==> src/rtl/spi_baud_gen.sv <==
// SPI master serial-clock generator: divides PCLK by (sppr+1)*2^(spr+1) and emits
// registered MISO-sample / MOSI-drive strobes. Optional macro: SPI_BAUD_WAIT_HOLD_EN.
module spi_baud_gen (
  input  logic        PCLK,
  input  logic        PRESET_n,
  input  logic [1:0]  spi_mode_i,
  input  logic        spiswai_i,
  input  logic [2:0]  sppr_i,
  input  logic [2:0]  spr_i,
  input  logic        cpol_i,
  input  logic        cpha_i,
  input  logic        ss_i,
  output logic        sclk_o,
  output logic        miso_receive_sclk_o,
  output logic        miso_receive_sclk0_o,
  output logic        mosi_send_sclk_o,
  output logic        mosi_send_sclk0_o,
  output logic [11:0] baudratedivisor_o
);

  logic [3:0]  pre_div;
  logic [3:0]  shamt;
  logic [11:0] half;
  logic [11:0] half_m1;
  logic [11:0] half_m2;

  assign pre_div           = {1'b0, sppr_i} + 4'd1;
  assign shamt             = {1'b0, spr_i} + 4'd1;
  assign baudratedivisor_o = {8'd0, pre_div} << shamt;
  assign half              = baudratedivisor_o >> 1;
  assign half_m1           = half - 12'd1;
  // With half==1 the drive strobe shares the toggle cycle (cnt==0).
  assign half_m2           = (half == 12'd1) ? 12'd0 : (half - 12'd2);

  logic run;
  assign run = ~ss_i & ((spi_mode_i == 2'b00) | ((spi_mode_i == 2'b01) & ~spiswai_i));

`ifdef SPI_BAUD_WAIT_HOLD_EN
  logic halt;
  assign halt = ~ss_i & (spi_mode_i == 2'b01) & spiswai_i;
`endif

  logic [11:0] cnt_q, cnt_d;
  logic        sclk_q, sclk_d;
  logic [3:0]  strb_q, strb_d;

  always_comb begin
    cnt_d  = '0;
    sclk_d = cpol_i;
    if (run) begin
      if (cnt_q == half_m1) begin
        cnt_d  = '0;
        sclk_d = ~sclk_q;
      end else begin
        cnt_d  = cnt_q + 12'd1;
        sclk_d = sclk_q;
      end
    end
`ifdef SPI_BAUD_WAIT_HOLD_EN
    else if (halt) begin
      cnt_d  = cnt_q;
      sclk_d = sclk_q;
    end
`endif
  end

  // Strobes are evaluated on the next-state counter so the registered pulse lands in
  // the very cycle whose cnt matches; a cycle following an inactive one carries none.
  logic leading, sample, rise, miso_hit, mosi_hit;

  always_comb begin
    leading  = (sclk_d == cpol_i);
    sample   = leading ^ cpha_i;
    rise     = ~sclk_d;
    miso_hit = run & (cnt_d == half_m1) &  sample;
    mosi_hit = run & (cnt_d == half_m2) & ~sample;
    strb_d   = {miso_hit & rise, miso_hit & ~rise, mosi_hit & rise, mosi_hit & ~rise};
  end

  always_ff @(posedge PCLK or negedge PRESET_n) begin
    if (!PRESET_n) begin
      cnt_q  <= '0;
      sclk_q <= 1'b0;
      strb_q <= '0;
    end else begin
      cnt_q  <= cnt_d;
      sclk_q <= sclk_d;
      strb_q <= strb_d;
    end
  end

  assign sclk_o = sclk_q;
  assign {miso_receive_sclk_o, miso_receive_sclk0_o, mosi_send_sclk_o, mosi_send_sclk0_o} = strb_q;

endmodule

==> config.mk <==
export PLATFORM = sky130hd
export DESIGN_NAME = spi_baud_gen
export DESIGN_NICKNAME = d
export VERILOG_FILES = /design/src/rtl/spi_baud_gen.sv
export SDC_FILE = /design/constraint.sdc
export NUM_CORES = 1
export LEC_CHECK = 0
export ABC_CLOCK_PERIOD_IN_PS = 3650
export CAP_MARGIN = 20
export CORE_MARGIN = 3
export CORE_UTILIZATION = 45
export CTS_CLUSTER_DIAMETER = 40
export DETAILED_ROUTE_END_ITERATION = 8
export GPL_TIMING_DRIVEN = 0
export HOLD_SLACK_MARGIN = 0.06
export PLACE_DENSITY = 0.66
export SYNTH_ARGS = -nofsm -noshare
export SYNTH_HDL_FRONTEND = slang
export SYNTH_SLANG_ARGS = --single-unit
export TNS_END_PERCENT = 5
==> constraint.sdc <==
create_clock -name PCLK -period 3.65 [get_ports PCLK]
set_input_delay 0.9125 -clock PCLK [delete_from_list [all_inputs] [get_ports PCLK]]
set_output_delay 0.9125 -clock PCLK [all_outputs]
set_load 0.005 [all_outputs]
==> results of run 1 <==
[flip-flops by register name (all words and copies together) (netlist names)]
| signal | flops |
|---|---|
| strb_q | 4 |
| sclk_o | 1 |
| cnt_q | 12 |
[cell usage after synthesis (3+ instances only)]
| cell type | instances | area [sq um] |
|---|---|---|
| o32a_1 | 3 | 30.0 |
| nand4_1 | 8 | 50.1 |
| inv_2 | 3 | 11.3 |
| nor2_1 | 37 | 139 |
| buf_2 | 4 | 20.0 |
| xor2_1 | 11 | 96.3 |
| o21ai_0 | 17 | 85.1 |
| a21oi_1 | 14 | 70.1 |
| and2_1 | 8 | 50.1 |
| o21ai_1 | 3 | 15.0 |
| clkbuf_1 | 8 | 30.0 |
| nand2b_1 | 4 | 25.0 |
| o2111ai_1 | 3 | 26.3 |
| o211ai_1 | 7 | 52.6 |
| a211oi_1 | 5 | 37.5 |
| nand2_1 | 23 | 86.3 |
| nor4_1 | 8 | 50.1 |
| mux2i_1 | 5 | 50.1 |
| dfrtp_1 | 17 | 425 |
| a31oi_1 | 9 | 56.3 |
| a21o_1 | 3 | 22.5 |
| and3_1 | 9 | 56.3 |
| inv_1 | 15 | 56.3 |
| nor3_1 | 9 | 45.0 |
| xnor2_1 | 27 | 236 |
| nand3_1 | 15 | 75.1 |
| ha_1 | 6 | 75.1 |
[power breakdown]
group | internal (W) | switching [W] | total [W] | leakage [nW]
Sequential | 0.000190 | 0.00000257 | 0.000193 | 0.234
Combinational | 0.000308 | 0.000418 | 0.000726 | 1.26
Clock | 0.0000780 | 0.0000804 | 0.000158 | 0.0228
[tightest hold or removal path, cell delays in order, from the launching register on]
cell and delay (ns):
dfrtp_1 0.41, xor2_1 0.15, nor2_1 0.10
[per-layer routing]
layer	vias to the layer above	part of all wire (%)	wire length, um
met5	-	0	0
met3	29	9.7	999
met1	1581	41	4210
li1	1467	-	-
met2	220	47	4850
met4	0	2.1	217
[cell families (layout without fill, tap and decap cells)]
kind of cell    Yosys count  count (layout)
compound gates          102             102
xor+xnor                 42              42
fa+ha+maj                 7               7
buf+inv                  32             100
flops                    17              17
mux                       5               5
simple gates            147             147
[final cells by class]
class                           count  area [sq um]  area share (%)
Buffer                             13           100            2.58
Tap cell                           72          90.1            2.32
Multi-Input combinational cell    303          2540            65.5
Clock buffer                        4          45.0            1.16
Inverter                           18          87.6            2.26
Timing Repair Buffer               65           592            15.2
Sequential cell                    17           425            11.0
[through the flow]
step	area, sq um	total power [W]	cells	util [%]	setup TNS, ns
after floorplan	2830	0.000598	352	-	-6.18
after global placement	3220	0.000741	454	56.7	-33.30
after detailed placement	3220	0.000745	455	56.8	-34.55
after CTS	3690	0.000994	484	65.0	-4.11
after global routing	3880	0.00112	492	68.4	-6.31
final	3880	0.00108	492	68.4	-4.39
[timing repair]
action / CTS / global route
gates cloned: 0 / 0
resized for setup: 74 / 34
setup buffers: 26 / 8
setup endpoints to repair: 29 / 25
hold endpoints to repair: 0 / 0
pin swaps: 20 / 18
[final timing paths]
path,slack (ns),depth (start not counted),startpoint,end
setup / recovery,-0.64,18,sppr_i[0],strb_q[3]
hold / removal,0.70,2,cnt_q[11],cnt_q[11]
setup reg to reg,0.54,11,cnt_q[3],strb_q[0]
hold reg to reg,0.70,2,cnt_q[11],cnt_q[11]
max in group asynchronous,2.01,1,PRESET_n,cnt_q[10]
min in group asynchronous,1.13,1,PRESET_n,cnt_q[3]
==> results.sh, run 1 <==
export IMPL_outcome="finished, violations left"
export IMPL_violations="setup timing"
export IMPL_yosys_area_share_simple_pct=29.9
export IMPL_antenna_found_initial=0
export IMPL_timing_final_crit_share_pct=118
export IMPL_first_iter_violations=454
export IMPL_syn2layout_area_growth_pct=42.5
export IMPL_viasPerCell=6.70
export IMPL_post_drt_wl_per_cell_um=20.9
export IMPL_synth_compound_area_share_pct=29.3
export IMPL_syn_inst=352
export IMPL_cpMaxStageDelayCell="or4_4"
export IMPL_initial_core_util_pct=48.0
export IMPL_synth_distinct_cells=79
export IMPL_vias=3297
export IMPL_synthFlopType="dfrtp_1"
export IMPL_globalRouteMet3Util_pct=5.13
export IMPL_clkTransAtPathRegs_ns=0.08
export IMPL_ant_nets=0
export IMPL_nNetsFinal=441
export IMPL_synth_nets=372
export IMPL_num_rows=27
export IMPL_synth_fa_ha_area_share_pct=3.12
export IMPL_grt_pass1_vias=3181
export IMPL_synth_edf_count=0
export IMPL_ctsHtreeMaxLevel=1
export IMPL_yosysWarnings=0
export IMPL_synthMuxAreaShare_pct=1.84
export IMPL_finalSetupViolations=17
export IMPL_peakVddDrop_mv=0.158
export IMPL_final_hold_viol_count=0
export IMPL_syn_area_per_cell_sq_um=7.74
export IMPL_maxCapViolCount=0
export IMPL_slew_headroom_pct=43.8
export IMPL_synth_seq_cells=17
export IMPL_clk_latency_ns=0.27
export IMPL_final_fill_count=442
export IMPL_port_buffer_count=30
export IMPL_grt_busiest_layer="met2"
export IMPL_tightest_slew_ns=0.841
export IMPL_drive_above_1_share_pct=27.6
export IMPL_cts_root_buf="clkbuf_8"
export IMPL_setup_slack_ns=-0.640
export IMPL_clock_sinks=17
export IMPL_grt_use_met1_pct=36.0
export IMPL_cp_buffers_inverters=4
export IMPL_die_area_sq_um=7030
export IMPL_hp_class="flop to flop"
export IMPL_grtUsageMet2_pct=46.3
export IMPL_max_clock_freq_mhz=233
export IMPL_grt_max_degree=18
export IMPL_cp_data_arrival_time_ns=4.44
export IMPL_grt_use_total_pct=27.8
export IMPL_drt_total_wl_mm=10.3
export IMPL_pre_cts_slack_ns=-1.79
export IMPL_cp_end_kind="flop"
export IMPL_synth_top_family_by_area="simple AND/OR/NAND/NOR gates"
export IMPL_skew_ns=0.00219
export IMPL_final_common_cell="nor2_1"
export IMPL_cellLeakagePower_nw=1.52
export IMPL_io_pins=31
export IMPL_worstPathRequired_ns=3.80
export IMPL_final_cell_mix="35 x nor2_1, 32 x buf_4, 26 x xnor2_1"
export IMPL_place_detailed_hpwl_mm=6.89
export IMPL_hold_buffers=0
export IMPL_die_width_um=83.8
export IMPL_rsz0062_at_grt="yes"
export IMPL_slew_violations=0
export IMPL_ys_async_sr_fraction_pct=100
export IMPL_path_cells="buf_12, ha_4, xor2_4, a211oi_4, nand3b_1, ha_4, buf_8, and2_4, a221oi_4, a311oi_2, a2111oi_4, buf_4, o2111ai_4, buf_6, or4_4, a31o_1, o211ai_1, nor4_2"
export IMPL_drc=0
export IMPL_antennaDiodeCount=0
export IMPL_gp_congestion=0.921
export IMPL_tritoncts="yes"
export IMPL_critPathMaxStageDelay_ns=0.41
export IMPL_grt_pass1_wl_mm=15.9
export IMPL_p_per_area_nw_per_um2=277
export IMPL_seq_area_frac_synth_pct=15.6
export IMPL_numCtsBuffers=3
export IMPL_drtPass1Iterations=6
export IMPL_synth_xor_area_share_pct=15.3
export IMPL_hold_ws_ns=0.701
export IMPL_die_h_um=83.8
export IMPL_min_period_ns=4.29
export IMPL_cp_start_kind="input port"
export IMPL_path_class="input port to flop"
export IMPL_core_area_sq_um=5680
export IMPL_ctsLongestPathBuffers=2
export IMPL_netlist_area_sq_um=2730
export IMPL_cp_top_family="compound AO/OA/AOI/OAI gates"
export IMPL_cpMostUsedCell="ha_4"
export IMPL_critical_path_max_fanout=5
export IMPL_grt_overflow=0
No activity file was read; power rests on OpenSTA's default activity.
==> run 2, diff against run 1 <==
CAP_MARGIN = not set   (was 20)
==> run 2 against run 1 <==
The flow still finishes with violations (setup timing). Register-to-register slack better by 0.04 ns. Clock skew up 0.0039 ns. Clock-buffer cell count unchanged. Sequential share of layout area up 0.15 points. Largest power group unchanged. First-iteration DRC count up 5.3%. Critical path type unchanged. Design area down 1.4%. Sequential cell count unchanged. Critical endpoint unchanged. Die area unchanged. Sequential power about the same.
==> results.sh, run 2 (synthesis gave the netlist of run 1 again) <==
export IMPL_outcome="finished, violations left"
export IMPL_violations="setup timing"
export IMPL_peakVddDrop_mv=0.163
export IMPL_regMostFlops="cnt_q"
export IMPL_drt_total_wl_mm=9.91
export IMPL_critical_path_max_fanout=8
export IMPL_grt_use_total_pct=27.0
export IMPL_finalSetupViolations=19
export IMPL_r2r_end="strb_q[3]"
export IMPL_num_rows=27
export IMPL_min_period_ns=4.33
export IMPL_maxCapViolCount=0
export IMPL_total_power_w=0.00106
export IMPL_antenna_found_initial=0
export IMPL_grt_pass1_wl_mm=15.4
export IMPL_ctsLongestPathBuffers=2
export IMPL_tightest_slew_ns=1.23
export IMPL_grt_use_met1_pct=34.3
export IMPL_antennaDiodeCount=0
export IMPL_nNetsFinal=437
export IMPL_slew_violations=0
export IMPL_cp_end_kind="flop"
export IMPL_numCtsBuffers=3
export IMPL_worstPathRequired_ns=3.81
export IMPL_hp_start="cnt_q[9]"
export IMPL_globalRouteMet3Util_pct=5.23
export IMPL_drtPass1Iterations=5
export IMPL_initial_core_util_pct=48.0
export IMPL_rsz0062_at_grt="yes"
export IMPL_ant_nets=0
export IMPL_cellLeakagePower_nw=1.48
export IMPL_cp_start_kind="input port"
export IMPL_grt_max_degree=18
export IMPL_final_fill_count=462
export IMPL_fin_setup_tns_ns=-7.00
export IMPL_timing_final_crit_share_pct=119
export IMPL_io_pins=31
export IMPL_post_drt_wl_per_cell_um=20.3
export IMPL_cp_data_arrival_time_ns=4.49
export IMPL_hp_class="flop to flop"
export IMPL_path_class="input port to flop"
export IMPL_final_hold_viol_count=0
export IMPL_final_common_cell="nor2_1"
export IMPL_skew_ns=0.00605
export IMPL_gp_congestion=0.921
export IMPL_vias=3195
export IMPL_syn2layout_area_growth_pct=40.5
export IMPL_clkTransAtPathRegs_ns=0.08
export IMPL_die_h_um=83.8
export IMPL_grt_busiest_layer="met2"
export IMPL_cts_root_buf="clkbuf_8"
export IMPL_grt_pass1_vias=3117
export IMPL_core_area_sq_um=5680
export IMPL_viasPerCell=6.55
export IMPL_port_buffer_count=30
export IMPL_drc=0
export IMPL_whs_path_depth=2
export IMPL_reg2reg_from="cnt_q[3]"
export IMPL_grt_overflow=0
export IMPL_reg2reg_depth=10
export IMPL_min_to="cnt_q[9]"
export IMPL_slew_headroom_pct=17.5
export IMPL_final_cell_mix="36 x nor2_1, 28 x buf_4, 27 x xnor2_1"
export IMPL_clock_sinks=17
export IMPL_largest_reg_flops=12
export IMPL_reg2reg_slack_ns=0.58
export IMPL_die_area_sq_um=7030
export IMPL_ctsHtreeMaxLevel=1
export IMPL_p_per_area_nw_per_um2=278
export IMPL_max_clock_freq_mhz=231
export IMPL_drive_above_1_share_pct=26.9
export IMPL_first_iter_violations=478
export IMPL_tritoncts="yes"
export IMPL_clk_latency_ns=0.27
export IMPL_place_detailed_hpwl_mm=6.84
export IMPL_die_width_um=83.8
export IMPL_grtUsageMet2_pct=43.5
export IMPL_setup_slack_ns=-0.677
-- run 2: routing by layer --
metal  vias to the layer above  wire length [um]
met5                         -                 0
met4                         0               476
met3                        41               868
met2                       188              4420
met1                      1504              4140
li1                       1462                 -
-- run 2: what timing repair did --
item | CTS | global route
hold endpoints to repair | 0 | 0
pin swaps | 18 | 20
resized for setup | 71 | 29
buffers inserted | 24 | 8
hold buffers | 0 | 0
endpoints found under the setup margin | 29 | 22
-- run 2: through the flow --
| step | setup slack (ns) | utilization, % | hold slack (ns) | cell area (sq um) | std cells |
|---|---|---|---|---|---|
| after floorplan | -0.541 | - | 0.598 | 2830 | 352 |
| after global placement | -1.71 | 56.7 | 0.663 | 3220 | 454 |
| after detailed placement | -1.83 | 56.7 | 0.675 | 3220 | 454 |
| after CTS | -0.549 | 64.4 | 0.695 | 3660 | 481 |
| after global routing | -0.812 | 67.5 | 0.735 | 3830 | 488 |
| final | -0.677 | 67.5 | 0.697 | 3830 | 488 |
-- run 2: cell type report --
class / instances / area, sq um / area share [%]
multi-input cells: 303 / 2530 / 66.0
repair buffers: 61 / 561 / 14.6
flip-flops and latches: 17 / 425 / 11.1
plain buffers: 13 / 100 / 2.61
well taps: 72 / 90.1 / 2.35
inverters: 18 / 81.3 / 2.12
clock buffers: 4 / 45.0 / 1.18
-- run 2: worst max-delay path: stages --
cell	delay [ns]
buf_12	0.11
ha_4	0.17
xor2_4	0.26
a211oi_4	0.11
nand3b_1	0.26
ha_4	0.22
buf_8	0.13
and2_4	0.15
a221oi_4	0.22
a311oi_2	0.08
a2111oi_4	0.42
o2111ai_2	0.23
buf_4	0.19
o31ai_2	0.32
a211oi_1	0.13
o32a_1	0.25
nor4_2	0.30
-- run 2: how the worst max path moves through the flow --
stage,end,startpoint,cells past startpoint
4_1_cts,strb_q[2],sppr_i[0],17
6_report,strb_q[3],sppr_i[0],17
5_1_grt,strb_q[3],sppr_i[0],17
2_1_floorplan,strb_q[2],spr_i[0],16
3_3_place_gp,cnt_q[2],sppr_i[0],15
3_5_place_dp,strb_q[2],sppr_i[0],16
-- run 2: power by group --
part	switching, W	leakage (nW)	internal (W)	total, W
Combinational	0.000407	1.22	0.000308	0.000715
Clock	0.0000784	0.0228	0.0000780	0.000156
Sequential	0.00000277	0.234	0.000190	0.000193
==> run 3, diff against run 2 <==
SLEW_MARGIN = 10   (was not set)
==> run 3 against run 2 <==
The flow still finishes with violations (setup timing). Die area unchanged. Global-route usage unchanged. Clock power about the same. Register-to-register slack worse by 0.05 ns. Hold slack worse by 0.0071 ns. Design area up 0.49%. Fmax up 2.1%. Total power up 0.78%. Sequential cell count unchanged. Core utilization up 0.33 points. Largest cell class unchanged. Critical path depth down 2. Cell count up 0.41%.
==> results.sh, run 3 (synthesis gave the netlist of run 1 again) <==
export IMPL_clock_sinks=17
export IMPL_critical_path_max_fanout=8
export IMPL_top_layer_used="met4"
export IMPL_post_drt_wl_per_cell_um=20.6
export IMPL_outcome="finished, violations left"
export IMPL_post_dp_cell_area_sq_um=3220
export IMPL_setup_slack_ns=-0.586
export IMPL_port_buffer_count=30
export IMPL_slew_violations=0
export IMPL_cpMaxStageDelayCell="o311a_1"
export IMPL_critPathMaxStageDelay_ns=0.36
export IMPL_antenna_found_initial=0
export IMPL_die_width_um=83.8
export IMPL_slew_headroom_pct=44.2
export IMPL_regMostFlops="cnt_q"
export IMPL_io_pins=31
export IMPL_gp_congestion=0.921
export IMPL_hp_class="flop to flop"
export IMPL_cp_data_arrival_time_ns=4.40
export IMPL_first_iter_violations=441
export IMPL_ctsHtreeMaxLevel=1
export IMPL_power_internal_w=0.000580
export IMPL_finalSetupViolations=18
export IMPL_drt_total_wl_mm=10.1
export IMPL_skew_ns=0.00548
export IMPL_reg2reg_slack_ns=0.53
export IMPL_dr_wl_met2_mm=4.52
export IMPL_max_clock_freq_mhz=236
export IMPL_ant_nets=0
export IMPL_antennaDiodeCount=0
export IMPL_core_area_sq_um=5680
export IMPL_wl_met1_mm=4.04
export IMPL_p_per_area_nw_per_um2=279
export IMPL_hold_ws_ns=0.690
export IMPL_drc=0
export IMPL_rsz0062_at_grt="yes"
export IMPL_maxCapViolCount=0
export IMPL_tritoncts="yes"
export IMPL_viasPerCell=6.74
export IMPL_cp_end_kind="flop"
export IMPL_final_common_cell="nor2_1"
export IMPL_syn2layout_area_growth_pct=41.2
export IMPL_peakVddDrop_mv=0.162
export IMPL_grt_use_total_pct=27.0
export IMPL_grt_max_degree=18
export IMPL_drtPass1Iterations=5
export IMPL_wl_met3_mm=1.02
export IMPL_worstPathRequired_ns=3.81
export IMPL_numCtsBuffers=3
export IMPL_vias=3301
export IMPL_cp_start_kind="input port"
export IMPL_tightest_slew_ns=0.835
export IMPL_clkTransAtPathRegs_ns=0.08
export IMPL_final_cell_mix="36 x nor2_1, 30 x buf_4, 27 x xnor2_1"
export IMPL_path_cells="buf_12, ha_4, xor2_4, buf_4, o21ai_2, o211a_4, nand4_4, nor3_4, xnor3_1, or2_1, buf_6, o311a_1, xnor2_1, nand4_1, nor4_2"
export IMPL_grt_overflow=0
export IMPL_p_switching_w=0.000492
export IMPL_cts_root_buf="clkbuf_8"
export IMPL_min_period_ns=4.24
export IMPL_grt_pass1_wl_mm=15.4
export IMPL_largest_reg_flops=12
export IMPL_nNetsFinal=439
export IMPL_grt_pass1_vias=3117
export IMPL_switching_share_pct=45.9
export IMPL_cellLeakagePower_nw=1.49
export IMPL_place_detailed_hpwl_mm=6.84
export IMPL_ctsLongestPathBuffers=2
export IMPL_p_comb_share_pct=67.5
export IMPL_timing_final_crit_share_pct=116
export IMPL_num_rows=27
export IMPL_die_h_um=83.8
export IMPL_design_area_sq_um=3850
export IMPL_drive_above_1_share_pct=27.5
export IMPL_path_class="input port to flop"
export IMPL_p_clk_share_pct=14.6
export IMPL_final_hold_viol_count=0
export IMPL_die_area_sq_um=7030
export IMPL_violations="setup timing"
export IMPL_clk_latency_ns=0.27
export IMPL_power_frac_seq_pct=18.0
export IMPL_initial_core_util_pct=48.0
run 3: through the flow:
stage / setup slack (ns) / power [W] / cells / setup TNS [ns] / utilization (%)
after CTS: -0.549 / 0.000989 / 481 / -5.63 / 64.4
final: -0.586 / 0.00107 / 490 / -4.61 / 67.8
after global placement: -1.71 / 0.000741 / 454 / -33.30 / 56.7
after detailed placement: -1.83 / 0.000744 / 454 / -35.06 / 56.7
after global routing: -0.720 / 0.00112 / 490 / -6.95 / 67.8
after floorplan: -0.541 / 0.000598 / 352 / -6.18 / -
run 3: final timing paths:
kind,startpoint,endpoint,cells after the start
setup / recovery,sppr_i[0],strb_q[3],15
hold / removal,cnt_q[9],cnt_q[9],2
setup reg to reg,cnt_q[3],strb_q[0],11
hold reg to reg,cnt_q[9],cnt_q[9],2
max in group asynchronous,PRESET_n,cnt_q[7],1
min in group asynchronous,PRESET_n,cnt_q[3],1
run 3: area by class of cell:
| type | instances | area, sq um |
|---|---|---|
| fill | 466 | 1830 |
| tap | 72 | 90.1 |
| sequential | 17 | 425 |
| buffer | 13 | 96.3 |
| multi-input combinational | 303 | 2530 |
| inverter | 18 | 83.8 |
| clock buffer | 4 | 45.0 |
| timing repair buffer | 63 | 576 |
run 3: repair_timing:
item | CTS | global route
hold buffers | 0 | 0
setup buffers | 24 | 9
gates resized for setup | 71 | 30
setup endpoints to repair | 29 | 22
pin swaps | 18 | 19
run 3: critical path: cells and delay by family:
kind / cells / cell delay [ns]
AO/OA/AOI/OAI: 3 / 0.92
XOR/XNOR: 3 / 0.68
adder cells (fa/ha/maj): 1 / 0.18
buffers and inverters: 3 / 0.41
AND/OR/NAND/NOR: 5 / 1.29
run 3: power groups by stage:
stage | sequential [W] | clock [W] | combinational [W]
detailed placement | 0.000196 | 0 | 0.000547
CTS | 0.000193 | 0.000155 | 0.000641
floorplan | 0.000196 | 0 | 0.000402
global placement | 0.000196 | 0 | 0.000544
finish | 0.000193 | 0.000156 | 0.000724
global route | 0.000193 | 0.000161 | 0.000768
run 3: per-layer routing:
metal / vias up / GRT usage [%]
met2: 222 / 43.5
met5: - / 0
met3: 55 / 5.23
met4: 0 / 13.5
met1: 1557 / 34.3
li1: 1467 / -
